<file path="src/rtl/tmr_voted_state_reg.sv">
// ---------------------------------------------------------------------------
// tmr_voted_state_reg
//
// Purpose:
//   Hardened WIDTH-bit state register.
//   - The state is held in three redundant copies.
//   - The bitwise majority vote of the copies is presented on out_data.
//   - Every copy reloads from a single next value that is derived from the
//     vote. As a result, a single-copy upset is scrubbed on the next rising
//     edge regardless of en/mode.
//   - Disagreement between the copies is reported in two ways: a one-cycle
//     registered pulse, and a saturating mismatch counter.
//
// Parameters:
//   WIDTH      state / data width in bits (>= 1)
//   ERR_CNT_W  width of the saturating mismatch counter (>= 1)
//
// Ports:
//   clk        in   1          rising-edge clock
//   rst        in   1          asynchronous, active-high reset
//   en         in   1          update enable (low: hold, scrub only)
//   mode       in   1          0 = toggle (state ^= in_data), 1 = load
//   in_data    in   WIDTH      toggle mask or load value
//   err_clr    in   1          synchronous clear of err_cnt (wins over +1)
//   out_data   out  WIDTH      voted state (combinational from the copies)
//   err_pulse  out  1          copies disagreed during the previous cycle
//   err_cnt    out  ERR_CNT_W  saturating count of mismatch cycles
//
// Optional build macro TMR_FAULT_INJECT_EN adds:
//   inj_en     in   1          inject at this edge
//   inj_sel    in   2          copy to corrupt (0=a, 1=b, 2=c, 3=none)
//   inj_mask   in   WIDTH      XOR mask applied to the selected copy
// Without the macro these ports do not exist and all copies load next.
// ---------------------------------------------------------------------------
module tmr_voted_state_reg #(
    parameter int unsigned WIDTH     = 8,
    parameter int unsigned ERR_CNT_W = 8
) (
    input  logic                 clk,
    input  logic                 rst,
    input  logic                 en,
    input  logic                 mode,
    input  logic [WIDTH-1:0]     in_data,
    input  logic                 err_clr,
`ifdef TMR_FAULT_INJECT_EN
    input  logic                 inj_en,
    input  logic [1:0]           inj_sel,
    input  logic [WIDTH-1:0]     inj_mask,
`endif
    output logic [WIDTH-1:0]     out_data,
    output logic                 err_pulse,
    output logic [ERR_CNT_W-1:0] err_cnt
);

    // Redundant state copies
    logic [WIDTH-1:0]     r_state_a;
    logic [WIDTH-1:0]     r_state_b;
    logic [WIDTH-1:0]     r_state_c;

    // Error reporting registers
    logic                 r_err_pulse;
    logic [ERR_CNT_W-1:0] r_err_cnt;

    // Combinational nets
    logic [WIDTH-1:0]     w_voted;
    logic [WIDTH-1:0]     w_next;
    logic [WIDTH-1:0]     w_next_a;
    logic [WIDTH-1:0]     w_next_b;
    logic [WIDTH-1:0]     w_next_c;
    logic                 w_mismatch;
    logic                 w_cnt_sat;

    // Bitwise two-out-of-three majority
    assign w_voted = (r_state_a & r_state_b) |
                     (r_state_a & r_state_c) |
                     (r_state_b & r_state_c);

    // Any bit where any copy differs from copy a means the copies are not
    // all equal (a^b and a^c together cover the b^c case).
    assign w_mismatch = |((r_state_a ^ r_state_b) | (r_state_a ^ r_state_c));

    assign w_cnt_sat = (r_err_cnt == '1);

    // The next value is derived only from the vote, never from an
    // individual copy. This is what makes the register self-scrubbing.
    always_comb begin
        w_next = w_voted;
        if (en) begin
            if (mode) begin
                w_next = in_data;
            end else begin
                w_next = w_voted ^ in_data;
            end
        end
    end

    // Per-copy load values. All copies are identical unless a fault is
    // deliberately injected into one of them.
    always_comb begin
        w_next_a = w_next;
        w_next_b = w_next;
        w_next_c = w_next;
`ifdef TMR_FAULT_INJECT_EN
        if (inj_en) begin
            case (inj_sel)
                2'd0:    w_next_a = w_next ^ inj_mask;
                2'd1:    w_next_b = w_next ^ inj_mask;
                2'd2:    w_next_c = w_next ^ inj_mask;
                default: ; // inj_sel = 3: inject nothing
            endcase
        end
`endif
    end

    // State copies
    always_ff @(posedge clk or posedge rst) begin
        if (rst) begin
            r_state_a <= '0;
            r_state_b <= '0;
            r_state_c <= '0;
        end else begin
            r_state_a <= w_next_a;
            r_state_b <= w_next_b;
            r_state_c <= w_next_c;
        end
    end

    // Error pulse and saturating counter. err_clr affects only the counter.
    always_ff @(posedge clk or posedge rst) begin
        if (rst) begin
            r_err_pulse <= 1'b0;
            r_err_cnt   <= '0;
        end else begin
            r_err_pulse <= w_mismatch;
            if (err_clr) begin
                r_err_cnt <= '0;
            end else if (w_mismatch && !w_cnt_sat) begin
                r_err_cnt <= r_err_cnt + ERR_CNT_W'(1);
            end
        end
    end

    assign out_data  = w_voted;
    assign err_pulse = r_err_pulse;
    assign err_cnt   = r_err_cnt;

endmodule

</file>
<file path="config.mk">
export PLATFORM = sky130hd
export DESIGN_NAME = tmr_voted_state_reg
export DESIGN_NICKNAME = d
export VERILOG_FILES = /design/src/rtl/tmr_voted_state_reg.sv
export SDC_FILE = /design/constraint.sdc
export NUM_CORES = 1
export LEC_CHECK = 0
export BUFFER_PORTS_ARGS = -buffer_cell sky130_fd_sc_hd__buf_2
export CORE_MARGIN = 10
export CORE_UTILIZATION = 51
export CTS_BUF_LIST = sky130_fd_sc_hd__clkbuf_8
export CTS_CLUSTER_DIAMETER = 40
export DETAILED_ROUTE_END_ITERATION = 6
export GPL_ROUTABILITY_DRIVEN = 1
export HOLD_SLACK_MARGIN = 0.05
export PLACE_DENSITY = 0.9
export SYNTH_ARGS = -nofsm -noshare
export SYNTH_HDL_FRONTEND = slang
export SYNTH_SLANG_ARGS = --single-unit
</file>
<file path="constraint.sdc">
create_clock -name clk -period 2.15 [get_ports clk]
set_clock_uncertainty 0.05 [all_clocks]
set_input_delay 0.43 -clock clk [delete_from_list [all_inputs] [get_ports clk]]
set_output_delay 0.43 -clock clk [all_outputs]
set_load 0.02 [all_outputs]
</file>
==> flow_summary.ini <==
[setup_path]
crit_family = flip-flops
endpoint = out_data[4]
cp_slowest_cell = dfrtp_1
cp-end-kind = output port
worst-r2r-cell-count = 2
cp.required_ns = 1.67
cp_num_buf_inv = 1
rr_startpoint = r_state_c[0]
startpoint_type = flop
arrival_ns = 0.85
crit_start = r_state_c[4]
cp_max_fo = 3
cp.depth = 1
reg2reg_slack_ns = 1.11
path_cells = buf_2
cpPeakStageDelay_ns = 0.41
reg2reg_to = r_state_c[0]
path_class = reg2out

[synthesis]
post_synth_fa_ha_maj_area_fraction = 0
synth_top_family_by_area = simple AND/OR/NAND/NOR gates
synthesis.area_um2 = 691
synth_xor_xnor_area_share = 0
synth_nets = 67
synth_top_area_cell = dfrtp_1
syn_avg_cell_area_um2 = 12.8
yosysUniqueCellTypes = 16
yosys-top-cells-area = dfrtp_1 58%, a32o_1 8.7%, nand2b_2 7.6%
syn-instance-count = 54
synth_compound_area_frac = 0.158
muxShareOfSynthArea = 0.0217
synth_top_area_frac = 0.580
ys.warnings.count = 0
ys_seq_area_frac = 0.580
synthSimpleGateAreaFrac = 0.192
synth_seq_cells = 16

[global_route]
antenna_found_initial = 0
track_usage = 0.105
grt_pass1_vias = 563
grt_start_max_net_pins = 18
overflow = 0
grt_pass1_wl_um = 2730

[floorplanning]
dieArea_um2 = 3230
die_y_um = 56.8
core-area_um2 = 1280
die_w_um = 56.8
ioPinCount = 30
rows = 13
start_util = 0.537

[timing]
fin_crit_sh = 0.620
finalCriticalPeriod_ns = 1.33
worst_pin_slew_ns = 0.584
finalMaxSlewViolations = 0
tns_ns = 0
setup_ws_ns = 0.818
relSlewSlack = 0.611
fin_hold_ws_ns = 0.184
rsz0062_at_grt = no
hold_violations = 0
setup_violations = 0
fmaxAchievable_ghz = 0.750

[status]
outcome = complete, no violations

[clocking]
htreeDepth = 1
clockRootBuffer = clkbuf_8
ctsResizeCount = 0
clkSinkCount = 16
path_clk_slew_ns = 0.06
clock_latency_ns = 0.25
holdBufCountCts = 0
cts_tree = yes
cts_made_buffers = 3
post_cts_buffers = 0
cts_buffer_depth = 2

[place]
io_buffers = 28
pre_cts_ws_ns = 0.906
place_inst = 94
dpl-instance-area_um2 = 823
place_hpwl_um = 1280
place_congestion = 0.674

[layout]
utilization = 0.684
area_growth_pct = 27.2
n_antenna_cell = 0
nNetsFinal = 97
layout_common_cells = 28 x buf_2, 16 x dfrtp_1, 8 x nor2b_1
fin_cells = 98
final_common_cell = buf_2
drive_gt1_frac = 0.494
postLayoutCellArea_um2 = 878

[power]
fin_total_pwr_uw = 728
powerDensity_nw_per_um2 = 829
ir_drop_mv = 0.475
cellLeakagePower_nw = 0.454

[job]
maxCapViolations = 0

[route]
routed_wirelength_um = 1610
via_per_inst = 5.34
drtPass1Iterations = 4
vias = 523
drt_iter0_drc = 5
wl_per_cell_um = 16.5
drcViolationCount = 0
postRouteAntennaNets = 0

[hold_path]
hp-class = in2async
## per-layer routing
metal / vias to the layer above / GRT usage / share of wire
li1: 248 / - / -
met1: 257 / 0.107 / 0.39
met2: 14 / 0.185 / 0.53
met3: 4 / 0.0360 / 0.056
met4: 0 / 0.0503 / 0.021
met5: - / 0 / 0
## state kept, by name (all words and copies together) (netlist names)
signal,flops
err_cnt,8
r_state_c,8
## synthesized netlist by cell type
| cell | instances |
|---|---|
| mux2_4 | 1 |
| a22o_1 | 1 |
| dfrtp_1 | 16 |
| a21oi_1 | 1 |
| nand2b_2 | 6 |
| o21ai_1 | 2 |
| a32o_1 | 6 |
| buf_4 | 2 |
| and4b_1 | 1 |
| and3b_2 | 1 |
| buf_6 | 1 |
| inv_1 | 1 |
| o21ai_0 | 5 |
| nor2b_1 | 8 |
| nor3_2 | 1 |
| conb_1 | 1 |
## power by group
group | switching, mW | internal [mW] | leakage [nW]
Combinational | 0.0696 | 0.0513 | 0.217
Clock | 0.102 | 0.162 | 0.0288
Sequential | 0.0200 | 0.322 | 0.208
Total | 0.192 | 0.536 | 0.454
## kinds of logic after synthesis
family / count (synthesis)
other: 1
DFF: 16
and+or+nand+nor: 17
muxes: 1
buffers and inverters: 4
AOI/OAI and AO/OA: 15
## how the worst min path moves through the flow
stage,from,endpoint,slack [ns]
floorplan,rst,err_cnt[0],0.29
global placement,err_cnt[4],err_cnt[4],0.43
detailed placement,err_cnt[5],err_cnt[5],0.43
CTS,rst,err_cnt[2],0.21
global route,rst,err_cnt[3],0.23
finish,rst,err_cnt[5],0.18
## final cells by class
cell class | count | area [um2]
Fill cell | 103 | 407
Tap cell | 15 | 18.8
Multi-Input combinational cell | 34 | 260
Clock buffer | 4 | 55.1
Timing Repair Buffer | 28 | 140
Inverter | 1 | 3.75
Sequential cell | 16 | 400
Note: power is estimated with default switching activity, not from simulation.
